### src/rtl/shift_pkg.sv
// Shared constants and encodings for the shift arbiter slice.
// Optional feature macro: SHIFT_ARB_SRL_EN (enables the logical right shift op).
package shift_pkg;

  localparam int DATA_W  = 32;
  localparam int SHAMT_W = 5;

  typedef enum logic [1:0] {
    OP_SLL  = 2'b00,
    OP_SRA  = 2'b01,
    OP_SRL  = 2'b10,
    OP_RSVD = 2'b11
  } op_e;

  typedef enum logic [1:0] {
    ST_IDLE = 2'b00,
    ST_EXEC = 2'b01,
    ST_HOLD = 2'b10
  } state_e;

endpackage

### src/rtl/shift_core.sv
// Purely combinational 32-bit shifter: five staged 2:1 mux layers per direction.
// Optional feature macro: SHIFT_ARB_SRL_EN (zero-fill right shift for op 2'b10).
module shift_core
  import shift_pkg::*;
(
  input  logic [DATA_W-1:0]  data_i,
  input  logic [SHAMT_W-1:0] shamt_i,
  input  logic [1:0]         op_i,
  output logic [DATA_W-1:0]  result_o
);

  logic [SHAMT_W:0][DATA_W-1:0] left_s;
  logic [SHAMT_W:0][DATA_W-1:0] right_s;
  logic                         fill;

  // Right-shift fill bit: sign for SRA, zero for SRL when that op exists.
  always_comb begin
    fill = data_i[DATA_W-1];
`ifdef SHIFT_ARB_SRL_EN
    if (op_i == OP_SRL) fill = 1'b0;
`endif
  end

  assign left_s[0]  = data_i;
  assign right_s[0] = data_i;

  for (genvar k = 0; k < SHAMT_W; k++) begin : g_stage
    localparam int S = 1 << k;
    assign left_s[k+1]  = shamt_i[k] ? {left_s[k][DATA_W-1-S:0], {S{1'b0}}} : left_s[k];
    assign right_s[k+1] = shamt_i[k] ? {{S{fill}}, right_s[k][DATA_W-1:S]}  : right_s[k];
  end

  // Select the direction by op; undefined ops return zero.
  always_comb begin
    result_o = '0;
    case (op_i)
      OP_SLL:  result_o = left_s[SHAMT_W];
      OP_SRA:  result_o = right_s[SHAMT_W];
`ifdef SHIFT_ARB_SRL_EN
      OP_SRL:  result_o = right_s[SHAMT_W];
`endif
      default: result_o = '0;
    endcase
  end

endmodule

### src/rtl/shift_arbiter.sv
// Two-requester round-robin front end for a shared combinational shifter.
// IDLE accepts, EXEC runs the captured operands through shift_core, HOLD
// presents the registered result until the consumer takes it.
// Optional feature macro: SHIFT_ARB_SRL_EN (passed through to shift_core).
//
// Handshake: a transfer happens on a cycle where valid and ready are both
// high. reqN_ready is combinational, only asserted for the granted valid
// requester while idle or while the held result is being retired; requesters
// keep valid/data stable until that transfer. resp_valid stays high with
// resp_data/resp_id frozen until resp_ready is seen.
module shift_arbiter
  import shift_pkg::*;
(
  input  logic               clock,
  input  logic               reset,
  input  logic               req0_valid,
  output logic               req0_ready,
  input  logic [DATA_W-1:0]  req0_data,
  input  logic [SHAMT_W-1:0] req0_shamt,
  input  logic [1:0]         req0_op,
  input  logic               req1_valid,
  output logic               req1_ready,
  input  logic [DATA_W-1:0]  req1_data,
  input  logic [SHAMT_W-1:0] req1_shamt,
  input  logic [1:0]         req1_op,
  output logic               resp_valid,
  input  logic               resp_ready,
  output logic [DATA_W-1:0]  resp_data,
  output logic               resp_id,
  output logic [1:0]         dbg_state
);

  state_e             state_q, state_d;
  logic               last_grant_q, last_grant_d;
  logic [DATA_W-1:0]  cap_data_q, cap_data_d;
  logic [SHAMT_W-1:0] cap_shamt_q, cap_shamt_d;
  logic [1:0]         cap_op_q, cap_op_d;
  logic               cap_id_q, cap_id_d;
  logic [DATA_W-1:0]  resp_data_q, resp_data_d;
  logic               resp_id_q, resp_id_d;

  logic               any_valid;
  logic               grant_id;
  logic               window;
  logic               accept;
  logic [DATA_W-1:0]  core_result;

  shift_core u_core (
    .data_i   (cap_data_q),
    .shamt_i  (cap_shamt_q),
    .op_i     (cap_op_q),
    .result_o (core_result)
  );

  // Round-robin pick and the accept window; nothing is granted during reset.
  always_comb begin
    any_valid = req0_valid | req1_valid;
    if (req0_valid && req1_valid) grant_id = ~last_grant_q;
    else                          grant_id = req1_valid;
    window     = !reset && ((state_q == ST_IDLE) || ((state_q == ST_HOLD) && resp_ready));
    accept     = window && any_valid;
    req0_ready = accept && !grant_id;
    req1_ready = accept && grant_id;
  end

  // Next-state, capture and result-register update.
  always_comb begin
    state_d      = state_q;
    last_grant_d = last_grant_q;
    cap_data_d   = cap_data_q;
    cap_shamt_d  = cap_shamt_q;
    cap_op_d     = cap_op_q;
    cap_id_d     = cap_id_q;
    resp_data_d  = resp_data_q;
    resp_id_d    = resp_id_q;

    if (accept) begin
      last_grant_d = grant_id;
      cap_id_d     = grant_id;
      cap_data_d   = grant_id ? req1_data  : req0_data;
      cap_shamt_d  = grant_id ? req1_shamt : req0_shamt;
      cap_op_d     = grant_id ? req1_op    : req0_op;
    end

    case (state_q)
      ST_IDLE: if (any_valid) state_d = ST_EXEC;
      ST_EXEC: begin
        state_d     = ST_HOLD;
        resp_data_d = core_result;
        resp_id_d   = cap_id_q;
      end
      ST_HOLD: if (resp_ready) state_d = any_valid ? ST_EXEC : ST_IDLE;
      default: state_d = ST_IDLE;
    endcase
  end

  // State and data registers; reset drops any in-flight transaction.
  always_ff @(posedge clock) begin
    if (reset) begin
      state_q      <= ST_IDLE;
      last_grant_q <= 1'b1;
      cap_data_q   <= '0;
      cap_shamt_q  <= '0;
      cap_op_q     <= '0;
      cap_id_q     <= 1'b0;
      resp_data_q  <= '0;
      resp_id_q    <= 1'b0;
    end else begin
      state_q      <= state_d;
      last_grant_q <= last_grant_d;
      cap_data_q   <= cap_data_d;
      cap_shamt_q  <= cap_shamt_d;
      cap_op_q     <= cap_op_d;
      cap_id_q     <= cap_id_d;
      resp_data_q  <= resp_data_d;
      resp_id_q    <= resp_id_d;
    end
  end

  assign resp_valid = (state_q == ST_HOLD);
  assign resp_data  = resp_data_q;
  assign resp_id    = resp_id_q;
  assign dbg_state  = state_q;

endmodule

### config.mk
export PLATFORM = sky130hd
export DESIGN_NAME = shift_arbiter
export DESIGN_NICKNAME = d
export VERILOG_FILES = /design/src/rtl/shift_pkg.sv /design/src/rtl/shift_core.sv /design/src/rtl/shift_arbiter.sv
export SDC_FILE = /design/constraint.sdc
export NUM_CORES = 1
export LEC_CHECK = 0
export BUFFER_PORTS_ARGS = -buffer_cell sky130_fd_sc_hd__buf_2
export CAP_MARGIN = 0
export CELL_PAD_IN_SITES_DETAIL_PLACEMENT = 1
export CELL_PAD_IN_SITES_GLOBAL_PLACEMENT = 2
export CORE_MARGIN = 2
export CORE_UTILIZATION = 32
export CTS_CLUSTER_SIZE = 28
export DETAILED_ROUTE_END_ITERATION = 8
export GPL_ROUTABILITY_DRIVEN = 0
export MAX_ROUTING_LAYER = met4
export PLACE_DENSITY_LB_ADDON = 0.1
export SETUP_SLACK_MARGIN = 0.5
export SLEW_MARGIN = 20
export SYNTH_ARGS = -nofsm -noshare
export SYNTH_HDL_FRONTEND = slang
export SYNTH_HIERARCHICAL = 1
export SYNTH_SLANG_ARGS = --single-unit
### constraint.sdc
create_clock -name clock -period 2.05 [get_ports clock]
set_input_delay 0.1025 -clock clock [delete_from_list [all_inputs] [get_ports clock]]
set_output_delay 0.1025 -clock clock [all_outputs]
set_load 0.02 [all_outputs]
==> results.md, run 1 <==
- Failing checks: negative setup slack
- Core area: about 0.022 mm²
- 1st-iter DRT viols: about 660
- GRT Util Overall: 27.6%
- #FFs+latches synth: 76
- Hold Crit Endpoint: dbg_state[1]$_SDFFE_PP0P_
- Total CTS buffers: 9
- Hold_buf cts: 0
- Nets: 1086
- H-tree levels: 3
- Max Freq: 444 MHz
- Reg area: ~0.0015 mm²
- EDFF count, synth: 0
- TritonCTS clock tree: done
- Top cells by count, synth: nand2_1, dfxtp_1, nor2_1
- Final wirelength: roughly 32000 µm
- HP Class: input port to flop
- Synth area leader: dfxtp_1
- Syn_nets: around 880
- RR Endpoint: resp_data[30]$_SDFFE_PP0N_
- Fin crit share: 110%
- Fin. max-slew vios: 0
- Largest net degree at the start of global routing: 43
- MaxCap Viol Count: 0
- Clk pin slew, worst setup/hold paths: approximately 70 ps
- Setup violators final: 32
- Post-synthesis cell type count: 59
- Setup TNS: -4510 ps
- Worst skew pair latency: 350 ps
- Die height: 153 µm
- Crit Path Class: flop to flop
- Initial Utilization: about 32%
- Post-synthesis cell area: just over 0.007 mm²
- Yosys warning total: 6
- Worst setup margin: -202 ps
- Congestion Overflow GR: 0
- R2r startpoint: cap_shamt_q[0]$_SDFFE_PP0P_
- Min-delay src: resp_ready
- Die Footprint: between 0.02 and 0.025 mm²
- Total power: 6.69 mW
- Largest fanout on the critical path: 7
- N_diodes: 0
- Hpwl dp: between 20000 and 25000 µm
- Vias per inst: roughly 6.2
- RSZ-0062 raised after global routing: true
- Least-Margin Pin Slew: a little under 600 ps
- Clk_skew: between 8 and 9 ps
- Clk sinks: 76
- Synth top area share: between 20% and 30%
- Initial antenna violation count: 0
- CTS root buf: clkbuf_16
- Critical Path Start Type: flop
- I/O Buffers: 120
- Post-Place Setup Slack: -362 ps
- CP arrival: between 2000 and 2500 ps
- Area Growth Syn to Fin: 39.0%
- Status: finished, violations left
- Register area share after synthesis: 21.5%
- Finished Cell Area: a little under 0.01 mm²
- Main synth FF type: dfxtp_1
- Final Hold Vio Count: 0
- Leakage power: roughly 3.7 nW
- Fin crit period: approximately 2300 ps
- Fillers: approximately 2500
- Fraction of layout cells with a size suffix above 1: roughly half
- Slew headroom: about 60%
- Area contributors post-synth: dfxtp_1, mux4_2, mux2i_1
- Post-DP Area: about 0.0088 mm²
- PD cells: roughly 700 mW/mm²
- Worst Path Required: roughly 2300 ps
- Most frequent cell after synthesis: nand2_1
- WHS Path Cells: 3
- Drc violations: 0
- Delay-heaviest family, CP: multiplexers
- Reg2reg path depth: 9
- Final Util: between 40% and 50%
- CTS max path bufs: 2
- P_sw: approximately 2.7 mW
- Reg2Reg Setup Slack: -200 ps
- First-pass GRT wire length: 49000 µm
- Vias in the first global route: roughly 8000
- CP max stage delay: 570 ps
- Endpoint type of the worst setup path: flop
- Avg WL per Cell: around 25 µm
- Ports: 121
- Async set-reset flop share out of synthesis: 0%
- Maximum vdd drop: about 340 µV
- Placement Rows: 54
- Sequential share of power: 27.2%
- Crit-path slowest cell: mux4_2
- Multi-input logic area: approximately 0.0055 mm²
- Routed Antenna Nets: 0
- DIE WIDTH: between 150 and 200 µm
- Critical path cell sequence: buf_4 -> mux4_2 -> mux2i_1 -> buf_4 -> nand2_1 -> o211ai_1 -> o211ai_1 -> nand2_1 -> a21oi_1
- Net switching fraction of the power: between 40% and 50%
- Mapped Cells: approximately 790
- Logic gate share of total power: between 40% and 50%
- Buffers and inverters on the worst path: 2
- Pint: just under 4 mW
- Vias: 7974
- Clk pwr share: roughly a quarter
- Avg Inst Size Synth: ~8.9 µm²
- First drt pass iteration count: 5
[worst min-delay path, cell delays in order]
cell	delay, ps
buf_2	80
nand2b_1	100
a21oi_1	70
[layout by cell type, fill, tap and decap left out, types with 4 or more instances in the layout]
cell type  synthesis  routed
buf_4              0     144
buf_2             53     120
nand2_1          108     105
dfxtp_1           76      70
mux4_2            55      57
nor2_1            60      50
a21oi_1           59      46
a31oi_1           42      42
o32ai_1           39      39
a211oi_1          25      24
a211oi_2          21      22
mux2i_1           43      22
mux2i_2            0      13
buf_12             4      12
mux2_2            20      12
nor2_2             2      11
a21oi_2            1      11
buf_6              7      11
o21ai_2            0      11
mux2_4             3      11
nor3_1            12      11
o21ai_1            9      10
o211ai_1          10      10
clkbuf_16          0       9
nand2b_1          10       8
o21ai_0           20       8
mux2i_4            0       8
o221ai_2           0       7
nor2b_1            8       6
a22oi_2            0       6
a211o_1            4       4
o22ai_1            7       4
a221oi_2           2       4
[what timing repair did]
action | 4_1_cts | 5_1_grt
setup buffers | 10 | 11
gates cloned | 1 | 1
resized for setup | 97 | 49
pin swaps | 19 | 12
setup endpoints to repair | 73 | 61
[cell type report]
cell class,instances,share of cell area (%)
inverter,5,0.229
sequential,76,15.6
clock inverter,7,0.561
timing repair buffer,291,21.6
multi-input combinational,620,56.1
tap,280,3.57
clock buffer,9,2.29
[routing by layer]
layer | vias to the layer above | GRT usage [%] | wire length (µm)
met2 | 409 | 43.8 | 15500
met5 | - | - | 0
met3 | 85 | 3.81 | 1980
met1 | 3959 | 35.3 | 13400
met4 | 0 | 11.9 | 1410
li1 | 3521 | - | -
[power by group through the flow]
stage	sequential [mW]	clock, mW	combinational (mW)
after detailed placement	1.84	0	2.78
after global placement	1.83	0	2.74
after CTS	1.81	1.62	3.06
final	1.82	1.57	3.30
after floorplan	1.78	0	1.66
after global routing	1.83	1.69	3.48
[worst max path at each step]
stage	start	to	slack, ps	cells after the start
floorplan	cap_shamt_q[0]$_SDFFE_PP0P_	resp_data[0]$_SDFFE_PP0N_	70	9
global placement	cap_shamt_q[2]$_SDFFE_PP0P_	resp_data[21]$_SDFFE_PP0N_	-360	8
detailed placement	cap_shamt_q[0]$_SDFFE_PP0P_	resp_data[28]$_SDFFE_PP0N_	-360	10
CTS	cap_shamt_q[0]$_SDFFE_PP0P_	resp_data[30]$_SDFFE_PP0N_	-190	9
global route	cap_shamt_q[0]$_SDFFE_PP0P_	resp_data[10]$_SDFFE_PP0N_	-280	8
finish	cap_shamt_q[0]$_SDFFE_PP0P_	resp_data[30]$_SDFFE_PP0N_	-200	9
[state kept, by name, summed over array words and instances, names as in the netlist]
| signal | count |
|---|---|
| cap_data_q | 32 |
| cap_id_q | 1 |
| cap_op_q | 2 |
| cap_shamt_q | 5 |
| dbg_state | 2 |
| last_grant_q | 1 |
| resp_data | 32 |
| resp_id | 1 |
[cell families (layout without fill, tap and decap cells)]
family,Yosys count,after routing,synth area share [%]
and+or+nand+nor,221,222,13.5
muxes,126,126,29.1
DFF,76,76,21.5
buffers and inverters,98,312,7.97
AOI/OAI and AO/OA,272,272,28.0
[per-stage QoR]
stage | hold WS [ps] | cells
final | 38.8 | 1288
after global routing | 56.7 | 1288
after CTS | 20.6 | 1276
after detailed placement | 401 | 1249
after global placement | 384 | 1249
after floorplan | 280 | 793
(Power assumes the default switching activity.)
==> run 2: changes to the inputs <==
--- a/config.mk
+++ b/config.mk
@@ -5,7 +5,7 @@
 export SDC_FILE = /design/constraint.sdc
 export NUM_CORES = 1
 export LEC_CHECK = 0
-export BUFFER_PORTS_ARGS = -buffer_cell sky130_fd_sc_hd__buf_2
+export BUFFER_PORTS_ARGS = -buffer_cell sky130_fd_sc_hd__buf_4
 export CAP_MARGIN = 0
 export CELL_PAD_IN_SITES_DETAIL_PLACEMENT = 1
 export CELL_PAD_IN_SITES_GLOBAL_PLACEMENT = 2
@@ -16,7 +16,7 @@
 export GPL_ROUTABILITY_DRIVEN = 0
 export MAX_ROUTING_LAYER = met4
 export PLACE_DENSITY_LB_ADDON = 0.1
-export SETUP_SLACK_MARGIN = 0.5
+export SETUP_SLACK_MARGIN = 0.3
 export SLEW_MARGIN = 20
 export SYNTH_ARGS = -nofsm -noshare
 export SYNTH_HDL_FRONTEND = slang
==> results.md, run 2 (synthesized netlist as in run 1, its figures left out) <==
- I/O Buffers: 120 (unchanged)
- Vias: 7853 (-1.5%)
- Final Hold Vio Count: 0 (unchanged)
- Fin crit period: 2290 ps (+38.5 ps)
- Area Growth Syn to Fin: 43.5%
- Leading cell type in the layout, fill and taps excluded: buf_4
- MaxCap Viol Count: 0 (unchanged)
- Fin crit share: 112% (+1.9 points)
- Fraction of layout cells with a size suffix above 1: 49.9% (-1.2 points)
- Initial antenna violation count: 0 (unchanged)
- Crit-path slowest cell: mux4_2
- Slew headroom: 57.4% (-3.4 points)
- Worst skew pair latency: 350 ps (about the same)
- Hold WS: 35.6 ps (-3.18 ps)
- Congestion Overflow GR: 0 (unchanged)
- Critical path cell sequence: buf_6 -> buf_6 -> mux4_2 -> mux2i_2 -> buf_4 -> a211oi_1 -> a221o_1 -> nand2_1 -> a21oi_1
- Die Footprint: 0.0233 mm² (unchanged)
- 1st-iter DRT viols: 569 (-14%)
- N_diodes: 0 (unchanged)
- Met3 Resource Use GR: 5.49% (+1.7 points)
- Crit Path Class: flop to flop
- Vias in the first global route: 8179 (+1.6%)
- CTS max path bufs: 2 (unchanged)
- Clk pin slew, worst setup/hold paths: 70 ps (about the same)
- GRT Util Overall: 27.6% (about the same)
- Commonest non-fill, non-tap cells in the layout: buf_4, nand2_1, dfxtp_1, mux4_2, nor2_1
- Leakage power: 3.74 nW (+1.6%)
- Worst setup margin: -241 ps (-38.5 ps)
- Drc violations: 0 (unchanged)
- Total CTS buffers: 9 (unchanged)
- WHS Path Cells: 3 (unchanged)
- Reg2reg path depth: 9 (unchanged)
- Endpoint type of the worst setup path: flop
- Initial Utilization: 32.5% (unchanged)
- Nets: 1088 (+0.18%)
- Worst Path Required: 2270 ps (about the same)
- Grt peak-use layer: met2
- RSZ-0062 raised after global routing: true
- Final wirelength: 32000 µm (-0.53%)
- First drt pass iteration count: 5 (unchanged)
- Fillers: 2501 (-1.2%)
- CP arrival: 2510 ps (+40 ps)
- CTS root buf: clkbuf_16
- Routed Antenna Nets: 0 (unchanged)
- First-pass GRT wire length: 49000 µm (about the same)
- Setup violators final: 32 (unchanged)
- TritonCTS clock tree: done
- Reg area: 0.00153 mm² (-0.16%)
- Critical Path Start Type: flop
- Multi-input logic area: 0.00548 mm² (-0.59%)
- PD cells: 669 mW/mm² (-1.7%)
- Clk sinks: 76 (unchanged)
- Placement Rows: 54 (unchanged)
- Largest fanout on the critical path: 5 (-2)
- Global-route track usage on met1: 33.8% (-1.4 points)
- Clk_skew: 13.7 ps (+5.28 ps)
- Failing checks: negative setup slack
- Most frequent cell on the critical path: buf_6
- Post-Place Setup Slack: -408 ps (-46.7 ps)
- Core area: 0.0218 mm² (unchanged)
- CP max stage delay: 570 ps (about the same)
- HP Class: input port to flop
- Fin. max-slew vios: 0 (unchanged)
- Ports: 121 (unchanged)
- Maximum vdd drop: 345 µV (+0.70%)
- Max Freq: 437 MHz (-1.7%)
- Die height: 153 µm (unchanged)
- Met2 Use GR: 44.2% (+0.32 points)
- Status: finished, violations left
- H-tree levels: 3 (unchanged)
- Hpwl dp: 24200 µm (+1.7%)
- Least-Margin Pin Slew: 637 ps (+53.9 ps)
- Largest net degree at the start of global routing: 43 (unchanged)
- Avg WL per Cell: 24.9 µm (-0.60%)
- Vias per inst: 6.09 (-1.6%)
- DIE WIDTH: 153 µm (unchanged)
run 2: cell count changes in the layout (fill, tap and decap cells not counted), sizes merged:
cell / before / now
inv: 7 / 5
buf: 291 / 294
clkinv: 3 / 4
and2: 4 / 3
clkbuf: 9 / 11
clkinvlp: 2 / 0
run 2: worst max-delay path: cells and delay by family, from the launching register on:
kind / cells / cell delay (ps)
buffers and inverters: 3 / 420
muxes: 2 / 830
and+or+nand+nor: 1 / 70
DFF: 1 / 410
AOI/OAI and AO/OA: 3 / 440
run 2: layout make-up:
cell class / count / share of cell area [%]
multi-input combinational: 619 / 54.0
timing repair buffer: 294 / 24.4
inverter: 5 / 0.185
clock buffer: 11 / 2.50
tap: 280 / 3.45
sequential: 76 / 15.1
clock inverter: 4 / 0.308
run 2: where the power goes:
| group | internal (mW) | switching [mW] | total, mW |
|---|---|---|---|
| registers | 1.59 | 0.219 | 1.81 |
| logic | 1.59 | 1.76 | 3.35 |
| clock network | 0.897 | 0.732 | 1.63 |
run 2: path summary, 6_finish.rpt:
kind                                     from                          to  slack, ps
setup / recovery  cap_shamt_q[0]$_SDFFE_PP0P_   resp_data[6]$_SDFFE_PP0N_       -240
hold / removal                     resp_ready   dbg_state[1]$_SDFFE_PP0P_         40
setup reg to reg  cap_shamt_q[0]$_SDFFE_PP0P_   resp_data[6]$_SDFFE_PP0N_       -240
hold reg to reg    resp_data[31]$_SDFFE_PP0N_  resp_data[31]$_SDFFE_PP0N_        460
run 2: per-stage QoR:
step | utilization (%) | cell area (µm²) | cells | power [mW] | setup TNS [ps]
final | 46.6 | 10100 | 1289 | 6.79 | -4940
after global routing | 46.6 | 10100 | 1289 | 7.09 | -7390
after CTS | 45.6 | 9910 | 1285 | 6.63 | -4390
after detailed placement | 41.9 | 9120 | 1255 | 4.70 | -9060
after global placement | 41.9 | 9120 | 1255 | 4.64 | -6970
after floorplan | - | 7110 | 793 | 3.44 | 0
run 2: timing repair:
action,in CTS,in global routing
cloned,1,0
endpoints found under the setup margin,32,32
hold buffers,0,0
gates resized for setup,96,41
pin swaps,33,24
setup buffers,14,4
run 2: routing by layer:
layer	part of all wire [%]	routed length [µm]	vias to the layer above
met5	0	0	-
met4	5.2	1680	0
met3	6.1	1950	92
met2	48	15300	330
met1	41	13100	3898
li1	-	-	3533
==> run 3: changes to the inputs <==
--- a/config.mk
+++ b/config.mk
@@ -16,6 +16,7 @@
 export GPL_ROUTABILITY_DRIVEN = 0
 export MAX_ROUTING_LAYER = met4
 export PLACE_DENSITY_LB_ADDON = 0.1
+export REMOVE_ABC_BUFFERS = 1
 export SETUP_SLACK_MARGIN = 0.3
 export SLEW_MARGIN = 20
 export SYNTH_ARGS = -nofsm -noshare
==> results.md, run 3 (synthesized netlist as in run 1, its figures left out) <==
- Worst setup startpoint: cap_shamt_q[0]$_SDFFE_PP0P_
- Crit-path slowest cell: mux4_2
- Post-Place Setup Slack: -358 ps (+50.1 ps)
- HP Class: input port to flop
- Leading cell type in the layout, fill and taps excluded: buf_4
- CTS root buf: clkbuf_16
- DIE WIDTH: 153 µm (unchanged)
- Vias: 7624 (-2.9%)
- Delay-heaviest family, CP: multiplexers
- Critical Path Start Type: flop
- Congestion Overflow GR: 0 (unchanged)
- Setup violators final: 32 (unchanged)
- GRT Util Overall: 25.5% (-2.1 points)
- N_diodes: 0 (unchanged)
- Buffers and inverters on the worst path: 3 (unchanged)
- Total power: 6.47 mW (-4.7%)
- RSZ-0062 raised after global routing: true
- Hold_buf cts: 0 (unchanged)
- Reg2Reg Setup Slack: -240 ps (about the same)
- Initial antenna violation count: 0 (unchanged)
- Status: finished, violations left
- Critical path cell sequence: buf_6 -> buf_4 -> buf_6 -> mux4_2 -> mux4_2 -> o21ai_2 -> o21ai_1 -> nand2_1 -> a21oi_1
- Commonest non-fill, non-tap cells in the layout: buf_4, nand2_1, dfxtp_1, mux4_2, nor2_1
- Max Freq: 436 MHz (-0.17%)
- Reg2reg path depth: 9 (unchanged)
- Least-Margin Pin Slew: 676 ps (+39.3 ps)
- Placement Rows: 54 (unchanged)
- Worst skew pair latency: 350 ps (about the same)
- Fin crit share: 112% (+0.19 points)
- Routed Antenna Nets: 0 (unchanged)
- Drc violations: 0 (unchanged)
- Endpoint type of the worst setup path: flop
- Hold Crit Endpoint: dbg_state[1]$_SDFFE_PP0P_
- TritonCTS clock tree: done
- Pint: 3.96 mW (-3.0%)
- Area Growth Syn to Fin: 38.5%
- Die Footprint: 0.0233 mm² (unchanged)
- Final Hold Vio Count: 0 (unchanged)
- Min-delay src: resp_ready
- Clk_skew: 8.55 ps (-5.16 ps)
- PD cells: 661 mW/mm² (-1.2%)
- P_sw: 2.51 mW (-7.2%)
- H-tree levels: 3 (unchanged)
- Slew headroom: 54.9% (-2.5 points)
- Crit Path Class: flop to flop
- Fin crit period: 2290 ps (+3.81 ps)
- WHS Path Cells: 3 (unchanged)
- Leakage power: 3.56 nW (-4.8%)
- Sequential share of power: 27.5% (+0.8 points)
- Clk sinks: 76 (unchanged)
- Net switching fraction of the power: 38.8% (-1.1 points)
- 1st-iter DRT viols: 770 (+35%)
- Worst setup margin: -245 ps (-3.81 ps)
- Initial Utilization: 32.5% (unchanged)
- R2r startpoint: cap_shamt_q[0]$_SDFFE_PP0P_
- Largest fanout on the critical path: 6 (+1)
- Maximum vdd drop: 261 µV (-24%)
- CTS max path bufs: 2 (unchanged)
- Die height: 153 µm (unchanged)
- Ports: 121 (unchanged)
- Largest net degree at the start of global routing: 57 (+33%)
- Avg WL per Cell: 23.4 µm (-5.9%)
- Clk pwr share: 23.6% (-0.4 points)
- Vias per inst: 6.08 (-0.21%)
- Fin. max-slew vios: 0 (unchanged)
- RR Endpoint: resp_data[4]$_SDFFE_PP0N_
- CP arrival: 2490 ps (-20 ps)
- Core area: 0.0218 mm² (unchanged)
- Hpwl dp: 22000 µm (-9.4%)
- Failing checks: negative setup slack
- Clk pin slew, worst setup/hold paths: 60 ps (about the same)
- MaxCap Viol Count: 0 (unchanged)
- Worst Path Required: 2250 ps (-20 ps)
- I/O Buffers: 120 (unchanged)
- Nets: 1053 (-3.2%)
- Vias in the first global route: 7767 (-5.0%)
- Fraction of layout cells with a size suffix above 1: 46.8% (-3.0 points)
- Final wirelength: 29300 µm (-8.4%)
- Logic gate share of total power: 48.9% (-0.4 points)
- Total CTS buffers: 9 (unchanged)
- CP max stage delay: 500 ps (-70 ps)
- First drt pass iteration count: 5 (unchanged)
- First-pass GRT wire length: 46100 µm (-6.0%)
-- run 3: changes by cell type in the layout (fill, tap and decap cells not counted), moves of 3 or more --
cell / delta
a21oi_1: +4
buf_12: -5
buf_4: -29
mux2_2: +3
mux2_4: -3
nand2_1: +4
nand2_2: -4
nor2_1: +5
nor2_2: -5
-- run 3: worst max path at each step --
stage | end | depth (start not counted)
3_3_place_gp | resp_data[5]$_SDFFE_PP0N_ | 8
3_5_place_dp | resp_data[28]$_SDFFE_PP0N_ | 9
4_1_cts | resp_data[7]$_SDFFE_PP0N_ | 9
2_1_floorplan | resp_data[3]$_SDFFE_PP0N_ | 7
6_report | resp_data[4]$_SDFFE_PP0N_ | 9
5_1_grt | resp_data[30]$_SDFFE_PP0N_ | 11
-- run 3: through the flow --
stage,cells,hold slack (ps),utilization [%],setup TNS [ps],area (µm²)
2_1_floorplan,700,167,-,-83740,6520
3_3_place_gp,1217,379,40.3,-5840,8770
3_5_place_dp,1217,405,40.3,-6980,8770
4_1_cts,1241,39.3,43.1,-4680,9370
5_1_grt,1254,62.6,45.0,-7190,9790
6_report,1254,46.0,45.0,-4800,9790
-- run 3: routing by layer --
layer / share of wire (%) / vias up / wire, µm / GRT usage, %
li1: - / 3451 / - / -
met5: 0 / - / 0 / -
met3: 5.8 / 62 / 1690 / 3.98
met2: 47 / 334 / 13700 / 38.8
met4: 2.9 / 0 / 862 / 9.57
met1: 44 / 3777 / 13100 / 34.2
-- run 3: worst register-to-register path: cells and delay by family, from the launching register on --
family,cells,cell delay (ps)
buffers and inverters,3,370
DFF,1,410
muxes,2,1000
and+or+nand+nor,1,60
AOI/OAI and AO/OA,3,310
-- run 3: cell type report --
class	instances	area (µm²)
flip-flops and latches	76	1530
multi-input cells	619	5450
inverters	5	18.8
fillers	2514	12000
clock inverters	2	10.0
well taps	280	350
clock buffers	13	260
repair buffers	259	2170
-- run 3: power by group through the flow --
stage / clock network, mW / logic, mW / registers [mW]
final: 1.53 / 3.16 / 1.78
after floorplan: 0 / 1.36 / 1.94
after CTS: 1.58 / 2.90 / 1.78
after global routing: 1.63 / 3.35 / 1.80
after global placement: 0 / 2.64 / 1.80
after detailed placement: 0 / 2.69 / 1.81
-- run 3: timing repair --
item	CTS	global route
endpoints found under the setup margin	32	32
setup buffers	9	11
pin swaps	20	23
gates cloned	0	2
resized for setup	69	52
